File: src/rtl/rs_decode_sequencer.sv
`default_nettype none
// ============================================================================
// rs_decode_sequencer : frame controller for the RS(15,11) GF(16) decoder
// Rev 1.0
// ============================================================================
module rs_decode_sequencer #(
    parameter int N       = 15,
    parameter int SYM_W   = 4,
    parameter int T       = 2,
    parameter int TIMEOUT = 64
) (
    input  logic             CLK,
    input  logic             RESET,
    input  logic             in_valid,
    output logic             in_ready,
    input  logic [SYM_W-1:0] in_sym,
    output logic             syn_clr,
    output logic             syn_en,
    input  logic             synd_done,
    input  logic             synd_zero,
    output logic             kes_start,
    input  logic             kes_done,
    input  logic             kes_fail,
    output logic             ep_control,
    input  logic             ep_valid,
    input  logic [SYM_W-1:0] ep_value,
    output logic             out_valid,
    input  logic             out_ready,
    output logic [SYM_W-1:0] out_sym,
    output logic             out_last,
    output logic             out_uncorr,
    output logic             busy
);

    localparam int IDX_W = $clog2(N);
    localparam int WC_W  = $clog2(TIMEOUT);

    localparam logic [IDX_W-1:0] c_LAST    = IDX_W'(N - 1);
    localparam logic [WC_W-1:0]  c_TO_LAST = WC_W'(TIMEOUT - 1);
    localparam logic [1:0]       c_NZ_MAX  = 2'd3;
    localparam logic [1:0]       c_T       = 2'(T);

    typedef enum logic [2:0] {
        S_LOAD      = 3'd0,
        S_SYND_WAIT = 3'd1,
        S_KES_WAIT  = 3'd2,
        S_EP_RUN    = 3'd3,
        S_EMIT      = 3'd4
    } state_t;

    state_t            r_state;
    state_t            w_state_nx;
    logic [SYM_W-1:0]  r_buf [N];
    logic [IDX_W-1:0]  r_wr_idx;
    logic [IDX_W-1:0]  r_ep_idx;
    logic [IDX_W-1:0]  r_rd_idx;
    logic [WC_W-1:0]   r_wait_cnt;
    logic [1:0]        r_nz;
    logic              r_uncorr;
    logic              r_syn_clr;

    logic              w_live;
    logic              w_accept;
    logic              w_ep_beat;
    logic              w_hs;
    logic              w_timeout;
    logic              w_in_wait;
    logic              w_wait_entry;
    logic              w_to_load;
    logic              w_uncorr_nx;
    logic [1:0]        w_nz_nx;

    // Every output is forced low while RESET is held.
    assign w_live     = !RESET;
    assign in_ready   = w_live && (r_state == S_LOAD);
    assign w_accept   = in_valid && in_ready;
    assign syn_en     = w_accept;
    assign syn_clr    = w_live && r_syn_clr;
    assign kes_start  = w_live && (r_state == S_KES_WAIT) && (r_wait_cnt == '0);
    assign ep_control = w_live && (r_state == S_EP_RUN) && (r_wait_cnt == '0);
    assign w_ep_beat  = w_live && (r_state == S_EP_RUN) && ep_valid;
    assign out_valid  = w_live && (r_state == S_EMIT);
    assign w_hs       = out_valid && out_ready;
    assign out_sym    = out_valid ? r_buf[r_rd_idx] : '0;
    assign out_last   = out_valid && (r_rd_idx == c_LAST);
    assign out_uncorr = out_valid && r_uncorr;
    assign busy       = w_live && (r_state != S_LOAD);

    assign w_timeout = (r_wait_cnt == c_TO_LAST);
    assign w_in_wait = (r_state == S_SYND_WAIT) || (r_state == S_KES_WAIT) ||
                       (r_state == S_EP_RUN);
    assign w_nz_nx   = ((ep_value != '0) && (r_nz != c_NZ_MAX)) ? r_nz + 2'd1 : r_nz;

    always_ff @(posedge CLK) begin
        if (RESET) begin
            r_state <= S_LOAD;
        end else begin
            r_state <= w_state_nx;
        end
    end

    // Completion is tested before timeout so a same-cycle completion wins.
    always_comb begin
        w_state_nx   = r_state;
        w_wait_entry = 1'b0;
        w_to_load    = 1'b0;
        w_uncorr_nx  = r_uncorr;
        case (r_state)
            S_LOAD: begin
                if (w_accept && (r_wr_idx == c_LAST)) begin
                    w_state_nx   = S_SYND_WAIT;
                    w_wait_entry = 1'b1;
                end
            end
            S_SYND_WAIT: begin
                if (synd_done) begin
                    if (synd_zero) begin
                        w_state_nx  = S_EMIT;
                        w_uncorr_nx = 1'b0;
                    end else begin
                        w_state_nx   = S_KES_WAIT;
                        w_wait_entry = 1'b1;
                    end
                end else if (w_timeout) begin
                    w_state_nx  = S_EMIT;
                    w_uncorr_nx = 1'b1;
                end
            end
            S_KES_WAIT: begin
                if (kes_done) begin
                    if (kes_fail) begin
                        w_state_nx  = S_EMIT;
                        w_uncorr_nx = 1'b1;
                    end else begin
                        w_state_nx   = S_EP_RUN;
                        w_wait_entry = 1'b1;
                    end
                end else if (w_timeout) begin
                    w_state_nx  = S_EMIT;
                    w_uncorr_nx = 1'b1;
                end
            end
            S_EP_RUN: begin
                if (w_ep_beat && (r_ep_idx == c_LAST)) begin
                    w_state_nx  = S_EMIT;
                    w_uncorr_nx = (w_nz_nx > c_T);
                end else if (w_timeout) begin
                    w_state_nx  = S_EMIT;
                    w_uncorr_nx = 1'b1;
                end
            end
            S_EMIT: begin
                if (w_hs && (r_rd_idx == c_LAST)) begin
                    w_state_nx  = S_LOAD;
                    w_to_load   = 1'b1;
                    w_uncorr_nx = 1'b0;
                end
            end
            default: begin
                w_state_nx = S_LOAD;
            end
        endcase
    end

    always_ff @(posedge CLK) begin
        if (RESET) begin
            r_wr_idx   <= '0;
            r_ep_idx   <= '0;
            r_rd_idx   <= '0;
            r_wait_cnt <= '0;
            r_nz       <= '0;
            r_uncorr   <= 1'b0;
            r_syn_clr  <= 1'b1;
        end else begin
            r_syn_clr <= w_to_load;
            r_uncorr  <= w_uncorr_nx;
            if (w_to_load) begin
                r_wr_idx <= '0;
                r_ep_idx <= '0;
                r_rd_idx <= '0;
                r_nz     <= '0;
            end else begin
                if (w_accept) begin
                    r_wr_idx <= r_wr_idx + IDX_W'(1);
                end
                if (w_ep_beat) begin
                    r_ep_idx <= r_ep_idx + IDX_W'(1);
                    r_nz     <= w_nz_nx;
                end
                if (w_hs) begin
                    r_rd_idx <= r_rd_idx + IDX_W'(1);
                end
            end
            if (w_wait_entry || w_to_load) begin
                r_wait_cnt <= '0;
            end else if (w_in_wait) begin
                r_wait_cnt <= r_wait_cnt + WC_W'(1);
            end
        end
    end

    // Symbol storage carries no reset; its contents only matter once loaded.
    always_ff @(posedge CLK) begin
        if (w_accept) begin
            r_buf[r_wr_idx] <= in_sym;
        end else if (w_ep_beat) begin
            r_buf[r_ep_idx] <= r_buf[r_ep_idx] ^ ep_value;
        end
    end

endmodule
`default_nettype wire

File: config.mk
export PLATFORM = sky130hd
export DESIGN_NAME = rs_decode_sequencer
export DESIGN_NICKNAME = d
export VERILOG_FILES = /design/src/rtl/rs_decode_sequencer.sv
export SDC_FILE = /design/constraint.sdc
export NUM_CORES = 1
export LEC_CHECK = 0
export CELL_PAD_IN_SITES_DETAIL_PLACEMENT = 0
export CELL_PAD_IN_SITES_GLOBAL_PLACEMENT = 1
export CORE_MARGIN = 2
export CORE_UTILIZATION = 25
export DETAILED_ROUTE_END_ITERATION = 8
export PLACE_DENSITY_LB_ADDON = 0.1
export SLEW_MARGIN = 25
export SYNTH_ARGS = -nofsm -noshare
export SYNTH_HDL_FRONTEND = slang
export SYNTH_SLANG_ARGS = --single-unit
File: constraint.sdc
create_clock -name CLK -period 2.15 [get_ports CLK]
set_input_delay 0.43 -clock CLK [delete_from_list [all_inputs] [get_ports CLK]]
set_output_delay 0.43 -clock CLK [all_outputs]
set_load 0.03 [all_outputs]
==> reports/qor.txt, run 1 <==
maximum buffer depth of the clock tree = 2
Crit path buffers/inverters = 2
violations in the final reports = negative setup slack
largest net degree at the start of global routing = 18
Data required, critical path = 1.72 ns
nature of the critical path endpoint = output pin
average instance area after synthesis = 11.7 sq um
DIE WIDTH = 141 um
Post-synth top flop = sky130_fd_sc_hd__edfxtp_1
Worst Path Class, Setup = reg -> out
number of vias per cell = 4.77
number of cells on the worst reg-to-reg path = 9
total clock sinks = 93
Tightest Hold Check Type = reg -> reg
EDFF count, synth = 60
hold slack final = 0.545 ns
cell area after layout = 0.00649 sq mm
time the final worst path needs with I/O delays and setup = 2.42 ns
final-layout setup total negative slack = -1.09 ns
Die Footprint = 0.0199 sq mm
portion of the clock cycle consumed by the worst path in the final layout = 113%
post-synthesis sequential element count = 93
root buffer cell = sky130_fd_sc_hd__clkbuf_16
number of optimization iterations in the first detailed-route pass = 4
end of the worst register-to-register path = r_buf[4][2]$_DFFE_PP_
async set-or-reset flop fraction in the synthesized netlist = 0%
level count of the clock H-tree = 3
synthesized area = 0.00470 sq mm
Max rail drop VDD = 0.365 mV
Vert. Die Dim = 141 um
number of stages on the worst hold path = 2
clock insertion delay at the later pin of the skew report = 0.35 ns
ratio of cells with drive above 1 in the final layout = 36.3%
maximum clock frequency = 413 MHz
wirelength, routed = 13900 um
run status = finished with violations
worst setup slack for register-to-register paths = 0.03 ns
CP peak stage delay = 0.50 ns
max-cap check violation count = 0
average wire length per cell after detail routing = 18.7 um
final critical-path setup slack = -0.273 ns
TritonCTS buffer count = 9
setup repair after global routing missed its margin = true
residual DRC count = 0
HPWL after DPL = 10500 um
yosys synthesis warning count = 0
number of max-slew violations in the final report = 0
vias in the first global route = 3650
cell type of the slowest stage on the worst timing path = sky130_fd_sc_hd__mux4_2
number of nets with antenna violations after routing = 0
number of DRC markers after the initial detailed-route iteration = 186
Static Leakage = 2.24 nW
GRT Util Overall = 14.5%
Setup Viol. Count Final = 5
total power density per cell area = 583 mW/mm^2
post-synth net total = 428
gp weighted congestion = 0.796
startpoint type of the worst setup path = flop
initial antenna violation count = 0
post-placement cell area = 0.00571 sq mm
maximum fanout along the worst path = 6
leading cell type in the layout, fill and taps excluded = sky130_fd_sc_hd__buf_4
detailed-route via count = 3533
residual overflow from global routing = 0
sequential share of the synthesized area = 52.4%
highest-count cells in the layout ignoring fill and taps = sky130_fd_sc_hd__buf_4 (70), sky130_fd_sc_hd__edfxtp_1 (60), sky130_fd_sc_hd__nor2_1 (45)
# IOs = 30
overall power after layout = 3.79 mW
area overhead of the layout relative to synthesis = 38.1%
Post-Synthesis Cells = 402
post-synthesis cell type count = 55
number of nets in the layout = 528
Worst Tran Pin Value = 0.570 ns
FP Rows = 50
starting utilization of the core area = 25.3%
final core area utilization = 34.9%
cell occurring most often along the worst timing path = sky130_fd_sc_hd__a211oi_2
startpoint of the worst-slack reg-to-reg timing path = r_state[2]$_SDFFE_PP0P_
number of diodes added for antenna fixing = 0
wire length of the first global-routing pass = 21400 um
core area = 0.0186 sq mm
clock tree from TritonCTS = yes
worst path arrival time = 1.99 ns
clock slew at the register clock pins of the worst setup and hold paths = 0.07 ns
maximum clock skew at final layout = 0.00715 ns
Worst Min Path Start = r_rd_idx[1]$_SDFFE_PP0N_
relative slew slack = 62.0%
critical path cell sequence = buf_12 > mux4_2 > nor2b_2 > a211oi_2 > a211oi_2 > buf_4
kind of cell with the highest combined delay on the critical path = multiplexers
Port Buffers = 29
final hold vios = 0
==> sequential cells by signal (all words and copies together), names as in the netlist, named ones only <==
name	count
r_buf	60
r_ep_idx	4
r_nz	2
r_rd_idx	4
r_state	3
r_syn_clr	1
r_uncorr	1
r_wait_cnt	6
r_wr_idx	4
==> power breakdown <==
part | internal (mW) | leakage (nW) | switching, mW
clock network | 0.914 | 0.144 | 0.708
logic | 0.124 | 1.28 | 0.125
registers | 1.91 | 0.811 | 0.00877
==> logic make-up (layout without fill, tap and decap cells) <==
group	count (synthesis)	in the layout	synth area share [%]
simple gates	142	142	14.8
xor+xnor	15	15	2.80
compound gates	65	65	9.37
buf+inv	37	142	3.89
fa+ha+maj	9	9	2.40
mux	41	41	14.3
flops	93	93	52.4
==> how the worst max path moves through the flow <==
stage	to	from	slack, ns	cells past startpoint
6_report	out_sym[2]	flop	-0.27	6
5_1_grt	out_sym[2]	flop	-0.36	6
4_1_cts	out_sym[0]	flop	-0.36	6
3_5_place_dp	r_buf[2][0]$_DFFE_PP_	RESET	-0.53	7
3_3_place_gp	r_buf[2][0]$_DFFE_PP_	RESET	-0.55	7
2_1_floorplan	r_buf[0][0]$_DFFE_PP_	flop	-0.13	7
==> cell type report <==
| cell class | instances | area (sq um) |
|---|---|---|
| fillers | 1834 | 12100 |
| flip-flops and latches | 93 | 2480 |
| inverters | 15 | 71.3 |
| well taps | 234 | 293 |
| repair buffers | 111 | 1040 |
| clock inverters | 6 | 70.1 |
| multi-input cells | 272 | 2310 |
| clock buffers | 10 | 229 |
==> stage by stage <==
| step | instances | setup WS (ns) |
|---|---|---|
| 6_report | 741 | -0.273 |
| 3_5_place_dp | 709 | -0.534 |
| 5_1_grt | 741 | -0.356 |
| 4_1_cts | 732 | -0.359 |
| 3_3_place_gp | 709 | -0.549 |
| 2_1_floorplan | 402 | -0.135 |
==> layer usage <==
| layer | global-route usage [%] | vias to the layer above | routed length [um] |
|---|---|---|---|
| met5 | 0 | - | 0 |
| met2 | 24.0 | 52 | 6620 |
| li1 | - | 1697 | - |
| met3 | 2.65 | 18 | 331 |
| met4 | 5.32 | 0 | 322 |
| met1 | 19.0 | 1766 | 6580 |
==> worst reg2reg max path, cell delays in order, from the launching register on <==
cell and delay, ns:
sky130_fd_sc_hd__dfxtp_2 0.32, sky130_fd_sc_hd__buf_6 0.11, sky130_fd_sc_hd__buf_8 0.12, sky130_fd_sc_hd__nor4_4 0.28, sky130_fd_sc_hd__nand2_1 0.12, sky130_fd_sc_hd__buf_6 0.14, sky130_fd_sc_hd__inv_4 0.04, sky130_fd_sc_hd__nand2_1 0.07
sky130_fd_sc_hd__o22a_1 0.31, sky130_fd_sc_hd__nor2_2 0.29
==> cells in the mapped netlist (2+ instances only) <==
master,instances,share of area [%]
sky130_fd_sc_hd__or3_1,4,0.53
sky130_fd_sc_hd__o31a_1,2,0.37
sky130_fd_sc_hd__clkbuf_1,8,0.64
sky130_fd_sc_hd__nand2_1,28,2.2
sky130_fd_sc_hd__xnor2_1,8,1.5
sky130_fd_sc_hd__o21ai_0,13,1.4
sky130_fd_sc_hd__nor3_1,7,0.75
sky130_fd_sc_hd__nand4_1,6,0.80
sky130_fd_sc_hd__mux2i_1,20,4.3
sky130_fd_sc_hd__o22ai_1,4,0.53
sky130_fd_sc_hd__and3_1,6,0.80
sky130_fd_sc_hd__buf_4,3,0.48
sky130_fd_sc_hd__a31oi_1,12,1.6
sky130_fd_sc_hd__nand2b_1,7,0.93
sky130_fd_sc_hd__buf_6,3,0.72
sky130_fd_sc_hd__ha_1,9,2.4
sky130_fd_sc_hd__xor2_1,7,1.3
sky130_fd_sc_hd__a311oi_1,3,0.56
sky130_fd_sc_hd__nand3_1,6,0.64
sky130_fd_sc_hd__nor2_1,52,4.2
sky130_fd_sc_hd__mux4_2,21,10
sky130_fd_sc_hd__buf_1,2,0.16
sky130_fd_sc_hd__and2_1,2,0.27
sky130_fd_sc_hd__inv_1,13,1.0
sky130_fd_sc_hd__a21oi_1,5,0.53
sky130_fd_sc_hd__nor4_1,2,0.27
sky130_fd_sc_hd__dfxtp_1,33,14
sky130_fd_sc_hd__nor2b_1,11,1.5
sky130_fd_sc_hd__buf_2,6,0.64
sky130_fd_sc_hd__edfxtp_1,60,38
sky130_fd_sc_hd__a211oi_1,13,2.1
sky130_fd_sc_hd__a22oi_1,2,0.32
sky130_fd_sc_hd__or2_2,2,0.27
==> what timing repair did <==
item	4_1_cts	5_1_grt
gates cloned	1	0
buffers inserted	6	9
hold buffers	0	0
endpoints found under the setup margin	142	78
gates resized for setup	42	45
pin swaps	13	11
(Power assumes the default switching activity.)
==> run 2: changes to the inputs <==
CTS_CLUSTER_SIZE = 40   (was not set)
SLEW_MARGIN = not set   (was 25)
clock period = 2.9 ns   (was 2.15 ns; I/O delays follow)
==> reports/qor.txt, run 2 (synthesis results as in run 1) <==
run status = complete, no violations
maximum fanout along the worst path = 7
number of stages on the worst hold path = 2
detailed-route via count = 3283
number of nets with antenna violations after routing = 0
starting utilization of the core area = 25.3%
time the final worst path needs with I/O delays and setup = 2.82 ns
clock tree from TritonCTS = yes
cell occurring most often along the worst timing path = sky130_fd_sc_hd__buf_4
number of optimization iterations in the first detailed-route pass = 4
number of cells on the worst reg-to-reg path = 6
number of vias per cell = 4.72
vias in the first global route = 3346
Tightest Hold Check Type = reg -> reg
CP peak stage delay = 0.45 ns
maximum buffer depth of the clock tree = 2
residual DRC count = 0
number of nets in the layout = 482
largest net degree at the start of global routing = 18
worst setup slack for register-to-register paths = 0.47 ns
clock slew at the register clock pins of the worst setup and hold paths = 0.07 ns
total power density per cell area = 480 mW/mm^2
Max rail drop VDD = 0.260 mV
clock insertion delay at the later pin of the skew report = 0.35 ns
end of the worst register-to-register path = r_buf[13][3]$_DFFE_PP_
residual overflow from global routing = 0
gp weighted congestion = 0.774
number of max-slew violations in the final report = 0
number of diodes added for antenna fixing = 0
overall power after layout = 2.75 mW
kind of cell with the highest combined delay on the critical path = buffers and inverters
Setup Viol. Count Final = 0
critical path cell sequence = clkdlybuf4s50_1 > buf_4 > or4b_1 > buf_4 > a211oi_1 > buf_4
relative slew slack = 57.1%
worst path arrival time = 2.24 ns
HPWL after DPL = 9610 um
met2 wirelength from detailed routing = 5940 um
number of DRC markers after the initial detailed-route iteration = 188
maximum clock frequency = 354 MHz
number of flip-flops in the largest register = 60
number of logic stages on the critical path including buffering = 6
post-CTS setup repair buffer count = 0
Biggest register = r_buf
root buffer cell = sky130_fd_sc_hd__clkbuf_16
biggest regs = r_buf x60, r_wait_cnt x6
final hold vios = 0
wire length of the first global-routing pass = 19800 um
cells resized by post-CTS repair = 0
initial antenna violation count = 0
average wire length per cell after detail routing = 18.3 um
routed metal-1 wire length = 6220 um
hold_buf cts = 0
TritonCTS buffer count = 9
nature of the critical path endpoint = output pin
highest-count cells in the layout ignoring fill and taps = sky130_fd_sc_hd__edfxtp_1 (60), sky130_fd_sc_hd__nor2_1 (52), sky130_fd_sc_hd__buf_4 (45)
Vert. Die Dim = 141 um
routed length on met3 = 390 um
placed instance count = 679
Static Leakage = 1.91 nW
non-filler cells in the finished layout = 695
level count of the clock H-tree = 3
Data required, critical path = 2.32 ns
wirelength, routed = 12700 um
Port Buffers = 29
Die Footprint = 0.0199 sq mm
leading cell type in the layout, fill and taps excluded = sky130_fd_sc_hd__edfxtp_1
Max Used Layer = met4
endpoint of the worst hold path = r_wait_cnt[5]$_SDFFE_PP0P_
total clock sinks = 93
GRT Util Overall = 13.4%
FP Rows = 50
Crit path buffers/inverters = 4
core area = 0.0186 sq mm
max-cap check violation count = 0
DIE WIDTH = 141 um
Worst Path Class, Setup = in -> out
ratio of cells with drive above 1 in the final layout = 20.4%
Worst Min Path Start = r_wait_cnt[5]$_SDFFE_PP0P_
maximum clock skew at final layout = 0.00977 ns
# IOs = 30
startpoint type of the worst setup path = input port
cell type of the slowest stage on the worst timing path = sky130_fd_sc_hd__clkdlybuf4s50_1
portion of the clock cycle consumed by the worst path in the final layout = 97.4%
setup repair after global routing missed its margin = false
area overhead of the layout relative to synthesis = 22.1%
Worst Tran Pin Value = 0.640 ns
==> run 2: final cells by class <==
type / instances / area, sq um
sequential: 93 / 2460
tap: 234 / 293
fill: 1850 / 12800
timing repair buffer: 65 / 548
inverter: 15 / 58.8
clock inverter: 6 / 70.1
multi-input combinational: 272 / 2080
clock buffer: 10 / 229
==> run 2: worst max-delay path by stage <==
stage	from	to
after floorplan	r_state[2]$_SDFFE_PP0P_	r_buf[7][0]$_DFFE_PP_
after global placement	RESET	r_buf[6][2]$_DFFE_PP_
after detailed placement	RESET	r_buf[2][2]$_DFFE_PP_
after CTS	RESET	out_sym[0]
after global routing	RESET	out_sym[3]
final	RESET	out_sym[3]
==> run 2: worst register-to-register path: stages, from the launching register on <==
cell and delay, ns:
sky130_fd_sc_hd__dfxtp_1 0.40, sky130_fd_sc_hd__buf_4 0.22, sky130_fd_sc_hd__nor2b_1 0.13, sky130_fd_sc_hd__a211oi_1 0.07, sky130_fd_sc_hd__o311a_1 0.36, sky130_fd_sc_hd__or3_1 0.39, sky130_fd_sc_hd__a31oi_2 0.58
==> run 2: power breakdown <==
part / switching [mW] / leakage (nW) / internal (mW)
registers: 0.00818 / 0.807 / 1.42
logic: 0.0725 / 0.951 / 0.0588
clock network: 0.518 / 0.148 / 0.678
==> run 2: layer usage <==
metal	vias up	GRT usage (%)
met1	1606	18.7
li1	1610	-
met3	13	2.24
met4	0	5.53
met2	54	20.7
met5	-	0
==> run 2: through the flow <==
step	instance area [sq um]	util [%]	hold WS [ns]	setup WS [ns]	setup TNS (ns)
3_3_place_gp	5420	29.2	0.501	-0.0427	-0.447
3_5_place_dp	5420	29.2	0.531	-0.0557	-0.728
4_1_cts	5720	30.8	0.553	0.0195	0
2_1_floorplan	4710	-	0.488	0.326	0
6_report	5740	30.9	0.543	0.0754	0
5_1_grt	5740	30.9	0.582	0.00332	0
